==> config.mk <==
export PLATFORM = sky130hd
export DESIGN_NAME = multicycle_control
export DESIGN_NICKNAME = d
export VERILOG_FILES = /design/src/rtl/riscv_ctrl_pkg.sv /design/src/rtl/opcode_class.sv /design/src/rtl/multicycle_control.sv
export SDC_FILE = /design/constraint.sdc
export NUM_CORES = 1
export LEC_CHECK = 0
export ABC_AREA = 1
export CAP_MARGIN = 20
export CORE_MARGIN = 1
export CORE_UTILIZATION = 36
export CTS_BUF_LIST = sky130_fd_sc_hd__clkbuf_4
export CTS_CLUSTER_DIAMETER = 40
export DETAILED_ROUTE_END_ITERATION = 6
export PLACE_DENSITY = 0.79
export SYNTH_ARGS = -nofsm -noshare
export SYNTH_HDL_FRONTEND = slang
export SYNTH_SLANG_ARGS = --single-unit
export TNS_END_PERCENT = 20
==> constraint.sdc <==
create_clock -name clk -period 1.32 [get_ports clk]
set_clock_uncertainty 0.1 [all_clocks]
set_input_delay 0.264 -clock clk [delete_from_list [all_inputs] [get_ports clk]]
set_output_delay 0.264 -clock clk [all_outputs]
set_load 0.05 [all_outputs]
==> src/rtl/riscv_ctrl_pkg.sv <==
// ---------------------------------------------------------------------------
// riscv_ctrl_pkg
// Shared definitions for the multicycle RV32I core: opcode constants, the
// control FSM state enumeration, the mux-select encodings used by the
// datapath (immediate format, ALU operands, ALU op, result source) and the
// one-hot instruction class produced by opcode_class.
// ---------------------------------------------------------------------------
package riscv_ctrl_pkg;

    localparam logic [6:0] OP_R      = 7'b0110011;
    localparam logic [6:0] OP_I      = 7'b0010011;
    localparam logic [6:0] OP_LOAD   = 7'b0000011;
    localparam logic [6:0] OP_STORE  = 7'b0100011;
    localparam logic [6:0] OP_BRANCH = 7'b1100011;
    localparam logic [6:0] OP_JAL    = 7'b1101111;
    localparam logic [6:0] OP_LUI    = 7'b0110111;

    typedef enum logic [3:0] {
        S_FETCH,
        S_DECODE,
        S_EXEC_R,
        S_EXEC_I,
        S_MEM_ADR,
        S_MEM_RD,
        S_MEM_WB,
        S_MEM_WR,
        S_ALU_WB,
        S_BRANCH,
        S_JAL,
        S_LUI,
        S_TRAP
    } state_t;

    typedef enum logic [2:0] {
        IMM_I = 3'd0,
        IMM_S = 3'd1,
        IMM_B = 3'd2,
        IMM_J = 3'd3,
        IMM_U = 3'd4
    } imm_sel_t;

    typedef enum logic [1:0] {
        SRCA_PC    = 2'd0,
        SRCA_OLDPC = 2'd1,
        SRCA_RS1   = 2'd2
    } alu_src_a_t;

    typedef enum logic [1:0] {
        SRCB_RS2  = 2'd0,
        SRCB_IMM  = 2'd1,
        SRCB_FOUR = 2'd2
    } alu_src_b_t;

    typedef enum logic [1:0] {
        ALU_ADD   = 2'd0,
        ALU_SUB   = 2'd1,
        ALU_FUNCT = 2'd2
    } alu_op_t;

    typedef enum logic [1:0] {
        RES_ALUREG = 2'd0,
        RES_MEM    = 2'd1,
        RES_IMM    = 2'd2,
        RES_ALUOUT = 2'd3
    } result_sel_t;

    // Exactly one field is set for any opcode.
    typedef struct packed {
        logic illegal;
        logic lui;
        logic jal;
        logic branch;
        logic store;
        logic load;
        logic alu_i;
        logic alu_r;
    } op_class_t;

endpackage

==> src/rtl/opcode_class.sv <==
// ---------------------------------------------------------------------------
// opcode_class
// Combinational map from the 7-bit RV32I opcode to a one-hot instruction
// class. Anything outside the supported subset is flagged illegal.
//   i_opcode  in  7  IR[6:0]
//   o_class   out 8  one-hot class (op_class_t)
// ---------------------------------------------------------------------------
module opcode_class
    import riscv_ctrl_pkg::*;
(
    input  logic [6:0] i_opcode,
    output op_class_t  o_class
);

    always_comb begin
        o_class = '0;
        case (i_opcode)
            OP_R:      o_class.alu_r   = 1'b1;
            OP_I:      o_class.alu_i   = 1'b1;
            OP_LOAD:   o_class.load    = 1'b1;
            OP_STORE:  o_class.store   = 1'b1;
            OP_BRANCH: o_class.branch  = 1'b1;
            OP_JAL:    o_class.jal     = 1'b1;
            OP_LUI:    o_class.lui     = 1'b1;
            default:   o_class.illegal = 1'b1;
        endcase
    end

endmodule

==> src/rtl/multicycle_control.sv <==
// ---------------------------------------------------------------------------
// multicycle_control
// Main control FSM of the multicycle RV32I core. Sequences fetch, decode,
// execute, memory and write-back over the shared datapath.
//   clk, rst        clock, synchronous active-high reset
//   opcode          IR[6:0], valid from DECODE onward
//   funct3_0        IR[12]: 0 = BEQ, 1 = BNE
//   zero            ALU zero flag
//   mem_ready       completion of the current memory request
//   pc_we, ir_we, reg_we            datapath write enables
//   mem_req, mem_we, adr_sel        memory port control
//   alu_src_a, alu_src_b, alu_op    ALU operand / operation selects
//   imm_sel, result_sel             immediate format, write-back source
//   trap            illegal opcode seen (held until reset)
// ---------------------------------------------------------------------------
module multicycle_control
    import riscv_ctrl_pkg::*;
(
    input  logic       clk,
    input  logic       rst,
    input  logic [6:0] opcode,
    input  logic       funct3_0,
    input  logic       zero,
    input  logic       mem_ready,
    output logic       pc_we,
    output logic       ir_we,
    output logic       reg_we,
    output logic       mem_req,
    output logic       mem_we,
    output logic       adr_sel,
    output logic [1:0] alu_src_a,
    output logic [1:0] alu_src_b,
    output logic [1:0] alu_op,
    output logic [2:0] imm_sel,
    output logic [1:0] result_sel,
    output logic       trap
);

    state_t    r_state;
    state_t    w_next;
    op_class_t w_class;

    opcode_class u_opcode_class (
        .i_opcode (opcode),
        .o_class  (w_class)
    );

    always_ff @(posedge clk) begin
        if (rst) begin
            r_state <= S_FETCH;
        end else begin
            r_state <= w_next;
        end
    end

    always_comb begin
        w_next = r_state;
        case (r_state)
            S_FETCH:   if (mem_ready) w_next = S_DECODE;
            S_DECODE: begin
                if      (w_class.alu_r)                  w_next = S_EXEC_R;
                else if (w_class.alu_i)                  w_next = S_EXEC_I;
                else if (w_class.load || w_class.store)  w_next = S_MEM_ADR;
                else if (w_class.branch)                 w_next = S_BRANCH;
                else if (w_class.jal)                    w_next = S_JAL;
                else if (w_class.lui)                    w_next = S_LUI;
                else                                     w_next = S_TRAP;
            end
            S_EXEC_R:  w_next = S_ALU_WB;
            S_EXEC_I:  w_next = S_ALU_WB;
            S_MEM_ADR: w_next = w_class.store ? S_MEM_WR : S_MEM_RD;
            S_MEM_RD:  if (mem_ready) w_next = S_MEM_WB;
            S_MEM_WB:  w_next = S_FETCH;
            S_MEM_WR:  if (mem_ready) w_next = S_FETCH;
            S_ALU_WB:  w_next = S_FETCH;
            S_BRANCH:  w_next = S_FETCH;
            S_JAL:     w_next = S_ALU_WB;
            S_LUI:     w_next = S_FETCH;
            S_TRAP:    w_next = S_TRAP;
            default:   w_next = S_FETCH;
        endcase
    end

    // Output decode. Everything is forced low while rst is high so that an
    // abandoned memory request never shows mem_req/mem_we during reset.
    always_comb begin
        pc_we      = 1'b0;
        ir_we      = 1'b0;
        reg_we     = 1'b0;
        mem_req    = 1'b0;
        mem_we     = 1'b0;
        adr_sel    = 1'b0;
        alu_src_a  = SRCA_PC;
        alu_src_b  = SRCB_RS2;
        alu_op     = ALU_ADD;
        imm_sel    = IMM_I;
        result_sel = RES_ALUREG;
        trap       = 1'b0;
        if (!rst) begin
            case (r_state)
                S_FETCH: begin
                    mem_req    = 1'b1;
                    alu_src_b  = SRCB_FOUR;
                    result_sel = RES_ALUOUT;
                    // PC+4 and IR load only once the instruction word arrives.
                    ir_we      = mem_ready;
                    pc_we      = mem_ready;
                end
                S_DECODE: begin
                    // Precompute PC-relative target; JAL needs the J-format offset.
                    alu_src_a = SRCA_OLDPC;
                    alu_src_b = SRCB_IMM;
                    imm_sel   = w_class.jal ? IMM_J : IMM_B;
                end
                S_EXEC_R: begin
                    alu_src_a = SRCA_RS1;
                    alu_src_b = SRCB_RS2;
                    alu_op    = ALU_FUNCT;
                end
                S_EXEC_I: begin
                    alu_src_a = SRCA_RS1;
                    alu_src_b = SRCB_IMM;
                    imm_sel   = IMM_I;
                    alu_op    = ALU_FUNCT;
                end
                S_MEM_ADR: begin
                    alu_src_a = SRCA_RS1;
                    alu_src_b = SRCB_IMM;
                    imm_sel   = w_class.store ? IMM_S : IMM_I;
                end
                S_MEM_RD: begin
                    mem_req = 1'b1;
                    adr_sel = 1'b1;
                end
                S_MEM_WB: begin
                    reg_we     = 1'b1;
                    result_sel = RES_MEM;
                end
                S_MEM_WR: begin
                    mem_req = 1'b1;
                    mem_we  = 1'b1;
                    adr_sel = 1'b1;
                end
                S_ALU_WB: begin
                    reg_we     = 1'b1;
                    result_sel = RES_ALUREG;
                end
                S_BRANCH: begin
                    alu_src_a  = SRCA_RS1;
                    alu_src_b  = SRCB_RS2;
                    alu_op     = ALU_SUB;
                    result_sel = RES_ALUREG;
                    // BEQ takes on zero, BNE on not-zero.
                    pc_we      = zero ^ funct3_0;
                end
                S_JAL: begin
                    // PC <- target held from DECODE; ALU forms the link old PC + 4.
                    alu_src_a  = SRCA_OLDPC;
                    alu_src_b  = SRCB_FOUR;
                    result_sel = RES_ALUREG;
                    pc_we      = 1'b1;
                end
                S_LUI: begin
                    imm_sel    = IMM_U;
                    result_sel = RES_IMM;
                    reg_we     = 1'b1;
                end
                S_TRAP: begin
                    trap = 1'b1;
                end
                default: ;
            endcase
        end
    end

endmodule
==> results of run 1 <==
==> cells by family after synthesis <==
family | after synthesis | share of synthesized area, %
AO/OA/AOI/OAI | 15 | 15.3
XOR/XNOR | 1 | 1.51
buffers and inverters | 21 | 14.9
AND/OR/NAND/NOR | 72 | 54.5
flip-flops | 4 | 13.8
==> synth_stat cells (2+ instances only) <==
master	number
a21oi_1	6
a31oi_1	2
clkbuf_1	2
dfxtp_1	4
inv_1	16
nand2_1	33
nand2_2	2
nand3_1	7
nand4_1	3
nor2_1	19
nor2_2	2
nor2_4	2
nor3_1	4
o21ai_0	3
==> through the flow <==
stage	worst slack [ns]	util (%)	instance area (sq um)	setup TNS, ns	std cells
global placement	-0.597	93.9	1410	-7.97	192
floorplan	-0.249	-	738	-3.07	113
detailed placement	-0.745	93.9	1410	-9.65	192
==> out/results.txt, run 1 <==
Outcome - aborted with a tool error
Failing step - 4_1_cts
Error - [ERROR DPL-0038] Utilization greater than 100%, impossible to legalize
Final GP Congestion - 0.875
Synthesized flop and latch total - 4
Worst-case clock buffer depth - 2
Seq/Total Area, Yosys - 13.8%
Root Driver - clkbuf_4
Resize count post-CTS - 51
Die Height - 42.2 um
Initial Utilization - 38.5%
Main synth FF type - dfxtp_1
CTS buffer count - 3
CTS Sinks - 4
I/O Pins - 30
Number of synthesized flops with an enable pin - 0
Synth Area per Inst - 5.14 sq um
Die Wd - 42.2 um
IO Port Bufs - 29
Hold Buf Count CTS - 0
Synthesis warning total - 0
# rows - 14
CTS H-tree lvls - 1
Post-synth top area share - 21.3%
Yosys top cell by area - nand2_1
Mapped Cells - 113
Count of cell types in the netlist - 22
Post-DP HPWL - 2710 um
Top cells by area, synth - nand2_1 21%, dfxtp_1 14%, nor2_1 12%, inv_1 10%, nand3_1 6.0%
Post-Syn Nets - 125
Post-synth ARST share - 0%
Postcts setup bufs - 6
Netlist Area Pre-Place - 581 sq um
==> run 2, diff against run 1 <==
--- a/config.mk
+++ b/config.mk
@@ -7,12 +7,10 @@
 export LEC_CHECK = 0
 export ABC_AREA = 1
 export CAP_MARGIN = 20
-export CORE_MARGIN = 1
-export CORE_UTILIZATION = 36
-export CTS_BUF_LIST = sky130_fd_sc_hd__clkbuf_4
-export CTS_CLUSTER_DIAMETER = 40
+export CORE_AREA = 2 2 63 65
 export DETAILED_ROUTE_END_ITERATION = 6
-export PLACE_DENSITY = 0.79
+export DIE_AREA = 0 0 65 67
+export PLACE_DENSITY_LB_ADDON = 0.15
 export SYNTH_ARGS = -nofsm -noshare
 export SYNTH_HDL_FRONTEND = slang
 export SYNTH_SLANG_ARGS = --single-unit
==> constraint.sdc (replaced) <==
create_clock -name clk -period 1.7 [get_ports clk]
set_clock_uncertainty 0.1 [all_clocks]
set_input_delay 0.34 -clock clk [delete_from_list [all_inputs] [get_ports clk]]
set_output_delay 0.34 -clock clk [all_outputs]
set_load 0.05 [all_outputs]
==> run 2 against run 1 <==
Net effect:
- the flow now finishes, with violations (negative setup slack)
- area after synthesis is the same
- synthesized cell count unchanged
==> out/results.txt, run 2 <==
Outcome - complete, but fails checks
Failing checks - negative setup slack
CTS H-tree lvls - 1
Final GP Congestion - 0.814
CTS Sinks - 4
Final Util - 47.1%
Minimum clock period - 1.87 ns
IO Port Bufs - 29
Netlist Area Pre-Place - 581 sq um
Hold EP - r_state[1]$_SDFFE_PP0P_
WL final - 2960 um
Antenna violations before repair - 0
Hold Crit Depth - 2
CP required - 1.73 ns
Root Driver - clkbuf_8
Critical path buffer and inverter count - 8
DR DRC count - 0
Cell family with most CP delay - buffers and inverters
Total Power - 0.00251 W
Slew @ Worst Pin - 0.278 ns
Area Overhead vs Synth - 192%
Fmax - 534 MHz
Fillers - 358
Post-DP HPWL - 1860 um
Most frequent CP cell - buf_4
Post-synth top area share - 21.3%
Routed len/inst - 12.2 um
VDD IR-drop max - 958 uV
Worst-path clk slew - 0.03 ns
CTS buffer count - 3
Unrepaired setup endpoints after global routing - yes
Via-per-instance ratio - 4.29
Seq/Total Area, Yosys - 13.8%
Final non-filler cell total - 243
Clock Power Share - 8.0%
PD cells - 1480 nW/um^2
Layout cell share with drive strength beyond 1 - 70.8%
Crit-path cells - buf_4 -> nor2_4 -> nand2_2 -> buf_4 -> buf_4 -> buf_4 -> buf_4 -> buf_4 -> buf_4 -> buf_4 -> a41oi_1
Crit-path slowest cell - dfxtp_4
Worst Setup Slack post-DPL - -0.418 ns
Int Power - 0.00126 W
Post-synth top cells - 33 x nand2_1, 19 x nor2_1, 16 x inv_1
Hold_sp - r_state[1]$_SDFFE_PP0P_
Worst r2r path cells - 11
CP Class - reg2reg
Die Height - 67 um
Comb pwr share - 83.4%
CP startpoint kind - flip-flop
Post-Syn Nets - 125
Worst Setup Slack, final - -0.174 ns
Clk_lat worst skew - 0.22 ns
Most frequent cells in the layout - 49 x buf_4, 19 x nand2_1, 17 x buf_12, 15 x nand2_2
Leak - 0.793 nW
Yosys top cell by area - nand2_1
Synth Area per Inst - 5.14 sq um
Die Wd - 65 um
I/O Pins - 30
Vias in the first global route - 1133
Drt initial violations - 22
Placed Instances - 219
Reg2Reg Setup Slack - -0.17 ns
Main synth FF type - dfxtp_1
Worst-case clock buffer depth - 2
Remaining global-route overflow - 0
Synthesis warning total - 0
Worst EP arrival - 1.90 ns
Total core area - 3610 sq um
Initial Utilization - 16.1%
Count leader, synth - nand2_1
CP max FO - 4
Net load switching power - 0.00125 W
Commonest non-fill, non-tap cell in the layout - buf_4
First-pass GRT wire length - 4840 um
# diodes - 0
Sw frac - 49.8%
Post-synth ARST share - 0%
CP endpoint kind - flip-flop
Max cap viols - 0
Max reg flops - 4
Top cells by area, synth - nand2_1 21%, dfxtp_1 14%, nor2_1 12%, inv_1 10%, nand3_1 6.0%
Final setup violation count - 18
Relative slew slack - 81.5%
Sequential Area - 95.1 sq um
Nets - 209
Fin. max-slew vios - 0
Antenna-violating nets left - 0
# rows - 22
Die area - 4360 sq um
RR Endpoint - r_state[3]$_SDFFE_PP0P_
Synthesized flop and latch total - 4
Number of synthesized flops with an enable pin - 0
Worst min path class - reg2reg
Largest net degree at the start of global routing - 8
Vias after detailed routing - 1043
Critical R2R Launch - r_state[0]$_SDFFE_PP0P_
Biggest regs - r_state: 4 flops
Mapped Cells - 113
Count of cell types in the netlist - 22
Biggest cell delay along the critical path - 0.35 ns
Sequential share of power - 8.6%
Hold Vio Cnt, Final - 0
Reg with most FFs - r_state
CTS tree - built
DRT Pass-1 Iters - 4
Final worst path period share - 110%
Gr usage total - 14.3%
Multi-input gate area - 591 sq um
run 2: worst max path at each step:
| stage | cells after the start | slack (ns) | from | to |
|---|---|---|---|---|
| after floorplan | 4 | -0.42 | r_state[2]$_SDFFE_PP0P_ | adr_sel |
| after global placement | 8 | -0.38 | opcode[1] | imm_sel[0] |
| after detailed placement | 8 | -0.42 | opcode[1] | imm_sel[0] |
| after CTS | 7 | -0.16 | r_state[1]$_SDFFE_PP0P_ | imm_sel[0] |
| after global routing | 12 | -0.25 | r_state[2]$_SDFFE_PP0P_ | r_state[3]$_SDFFE_PP0P_ |
| final | 11 | -0.17 | r_state[0]$_SDFFE_PP0P_ | r_state[3]$_SDFFE_PP0P_ |
run 2: layout make-up:
cell class,count,share of cell area (%)
tap,48,3.54
inverter,18,3.98
sequential,4,5.60
timing repair buffer,82,49.6
clock buffer,3,2.43
multi-input combinational,88,34.8
run 2: timing repair:
item / CTS / global route
resized for setup: 51 / 40
gates cloned: 1 / 0
pin swaps: 15 / 19
endpoints found under the setup margin: 18 / 21
buffers inserted: 21 / 2
hold buffers: 0 / 0
run 2: routing by layer:
| metal | track usage (%) | vias to the layer above | wire [um] |
|---|---|---|---|
| li1 | - | 528 | - |
| met1 | 15.1 | 481 | 1190 |
| met2 | 27.2 | 30 | 1590 |
| met3 | 2.87 | 4 | 141 |
| met4 | 6.12 | 0 | 29 |
| met5 | 0 | - | 0 |
run 2: stage by stage:
step / area (sq um) / TNS (ns) / hold slack (ns)
3_3_place_gp: 1320 / -2.54 / 0.429
6_report: 1700 / -1.77 / 0.437
3_5_place_dp: 1320 / -2.37 / 0.437
4_1_cts: 1640 / -1.74 / 0.426
2_1_floorplan: 581 / -3.37 / 0.402
5_1_grt: 1700 / -2.94 / 0.445
run 2: logic make-up after synthesis:
kind of cell	Yosys count	share of synthesized area, %
and+or+nand+nor	72	54.5
AOI/OAI and AO/OA	15	15.3
buffers and inverters	21	14.9
DFF	4	13.8
xor gates and xnor gates	1	1.51
run 2: worst min-delay path: cells and delay by family (launching register included):
family | cells | cell delay (ns)
DFF | 1 | 0.36
AOI/OAI and AO/OA | 1 | 0.05
and+or+nand+nor | 1 | 0.08
run 2: power by group through the flow:
stage	Combinational, W	Sequential, W	Clock, W
after detailed placement	0.00174	0.000175	0
after CTS	0.00194	0.000197	0.000207
final	0.00209	0.000215	0.000201
after global placement	0.00174	0.000178	0
after global routing	0.00221	0.000223	0.000221
after floorplan	0.000855	0.000173	0
(Power assumes the default switching activity.)
==> RTL change, RTL diff (config.mk and constraints of run 2) <==
Reset style: asynchronous (`rst`), changed in one clocked block. Comments in the files are not updated.
--- a/src/rtl/multicycle_control.sv
+++ b/src/rtl/multicycle_control.sv
@@ -45,7 +45,7 @@
         .o_class  (w_class)
     );
 
-    always_ff @(posedge clk) begin
+    always_ff @(posedge clk or posedge rst) begin
         if (rst) begin
             r_state <= S_FETCH;
         end else begin
Behaviour: same outputs for any inputs over 10 cycles, from zero or initial values and one cycle with rst high; that may be too few to reach the edited logic, so the function may still have changed.
==> RTL change against run 2 <==
- the flow still finishes with violations (negative setup slack)
- synthesized area increased by 9.5%
- sequential cell count unchanged
- wire length decreased by 11%
- setup slack got worse by 0.090 ns
- global-route usage decreased by 1.6 points
- register-to-register slack improved by 0.32 ns
- power increased by 1.7%
- cell area decreased by 2.9%
- critical path type is now register to output port
- critical endpoint is now mem_req
==> RTL change: results (changes against run 2) <==
Post-Syn Instances = 121 (+7.1%)
first-pass GRT wire length = 4.37 mm (-9.8%)
Critical Path AT = 1.52 ns (-0.38 ns)
drt wl/cell = 11.0 um (-9.2%)
status = complete, but fails checks
Mapped Nets = 133 (+6.4%)
n_diodes = 0 (unchanged)
crit-path max FO = 5 (+1)
Lkg Pwr = 0.000789 uW (-0.48%)
Layout fillers = 365 (+2.0%)
port bufs = 29 (unchanged)
PnR worst setup slack = -0.264 ns (-0.0901 ns)
nets = 204 (-2.4%)
top cells by count, synth = 32 x nand2_1, 19 x inv_1, 19 x nor2_1
RD Place Congestion = 0.784 (-3.6%)
Top Registers = r_state x4
Post-Layout Cell Count = 238 (-2.1%)
Via density = 4.24 (-1.1%)
R2R Path Start = r_state[2]$_DFFE_PP0P_
Critical Path Max Stage Delay = 0.44 ns (+0.09 ns)
worst skew pair latency = 0.21 ns
worst vdd ir = 1110 uV (+16%)
Placed Cells = 225 (+2.7%)
failing checks = negative setup slack
layout cell share with drive strength beyond 1 = 0.553 (-0.155)
vias in the first global route = 1023 (-9.7%)
slowest CP cell = dfrtp_2
ranking of synthesized cells by area = nand2_1 19%, dfrtp_1 16%, inv_1 11%
ys async rst share = 1.00 (+1.00)
class of the worst hold path = input pin to async pin
cell internal pwr = 1280 uW (+1.4%)
Clock Path Buffers = 2 (unchanged)
largest net degree at the start of global routing = 10 (+2)
Crit Path Category = register to output port
library cells used by synthesis = 21 (-4.5%)
DP Worst Slack = -0.325 ns (+0.0934 ns)
Most used DFF post-synth = dfrtp_1
Worst-Margin Slew = 0.250 ns (-0.0277 ns)
Setup violations, final = 17 (-1)
First DRT Iteration DRCs = 37 (+68%)
post-synthesis sequential area ratio = 0.157 (+0.0195)
DP Area = 0.00140 mm2 (+5.8%)
gr usage total = 0.127 (-0.0163)
HPWL Detailed = 2.04 mm (+9.3%)
[RTL change: cell count changes after synthesis, moves of 2 or more]
cell and change:
dfrtp_1 +4, dfxtp_1 -4, nand3_1 +4, inv_1 +3, nand4_1 +3, a21oi_1 -2, inv_2 +2, nor2_2 +2
o21ai_1 +2
[RTL change: cell families after synthesis]
kind of cell           count (synthesis)  synth area share
buffers and inverters                 24             0.148
AND/OR/NAND/NOR                       80             0.575
AO/OA/AOI/OAI                         12             0.106
XOR/XNOR                               1            0.0138
flip-flops                             4             0.157
[RTL change: worst paths after layout]
path                                     endpoint  slack (ns)  cells after the start
setup / recovery                          mem_req       -0.26                      7
hold / removal             r_state[1]$_DFFE_PP0P_        0.31                      4
setup reg to reg           r_state[1]$_DFFE_PP0P_        0.15                      9
hold reg to reg            r_state[1]$_DFFE_PP0P_        0.53                      2
max in group asynchronous  r_state[2]$_DFFE_PP0P_        1.08                      4
min in group clk           r_state[1]$_DFFE_PP0P_        0.53                      2
[RTL change: timing repair]
action,in CTS,in global routing
setup buffers,5,5
resized for setup,32,14
setup endpoints to repair,18,18
hold buffers,0,0
pin swaps,15,7
[RTL change: power groups by stage]
stage                     registers, uW  clock network [uW]  logic, uW
final                               237                 192       2120
after global routing                245                 211       2260
after CTS                           229                 200       1910
after detailed placement            204                   0       1770
after global placement              205                   0       1770
after floorplan                     195                   0        947
[RTL change: worst max-delay path, delay by kind of cell (launching register included)]
family	cells	cell delay, ns
flip-flops	1	0.44
buffers and inverters	4	0.36
AO/OA/AOI/OAI	1	0.13
AND/OR/NAND/NOR	2	0.37
[RTL change: per-stage QoR]
| stage | setup TNS, ns | total power (uW) | utilization | hold slack [ns] |
|---|---|---|---|---|
| floorplan | -1.63 | 1140 | - | 0.0392 |
| detailed placement | -2.46 | 1980 | 0.387 | 0.522 |
| global placement | -2.65 | 1980 | 0.387 | 0.520 |
| CTS | -2.49 | 2340 | 0.426 | 0.279 |
| finish | -2.89 | 2550 | 0.457 | 0.313 |
| global route | -4.22 | 2710 | 0.457 | 0.332 |
[RTL change: layer usage]
layer	up-vias	global-route usage	wire, um
met5	-	0	0
met4	0	0.0319	0
met3	0	0.0169	79
met2	25	0.226	1340
met1	454	0.160	1200
li1	531	-	-
[RTL change: cell type report]
class | instances | area, um2 | area share
clock buffer | 3 | 41.3 | 0.0251
tap | 48 | 60.1 | 0.0364
inverter | 22 | 85.1 | 0.0516
timing repair buffer | 68 | 752 | 0.456
sequential | 4 | 104 | 0.0630
multi-input combinational | 93 | 606 | 0.368
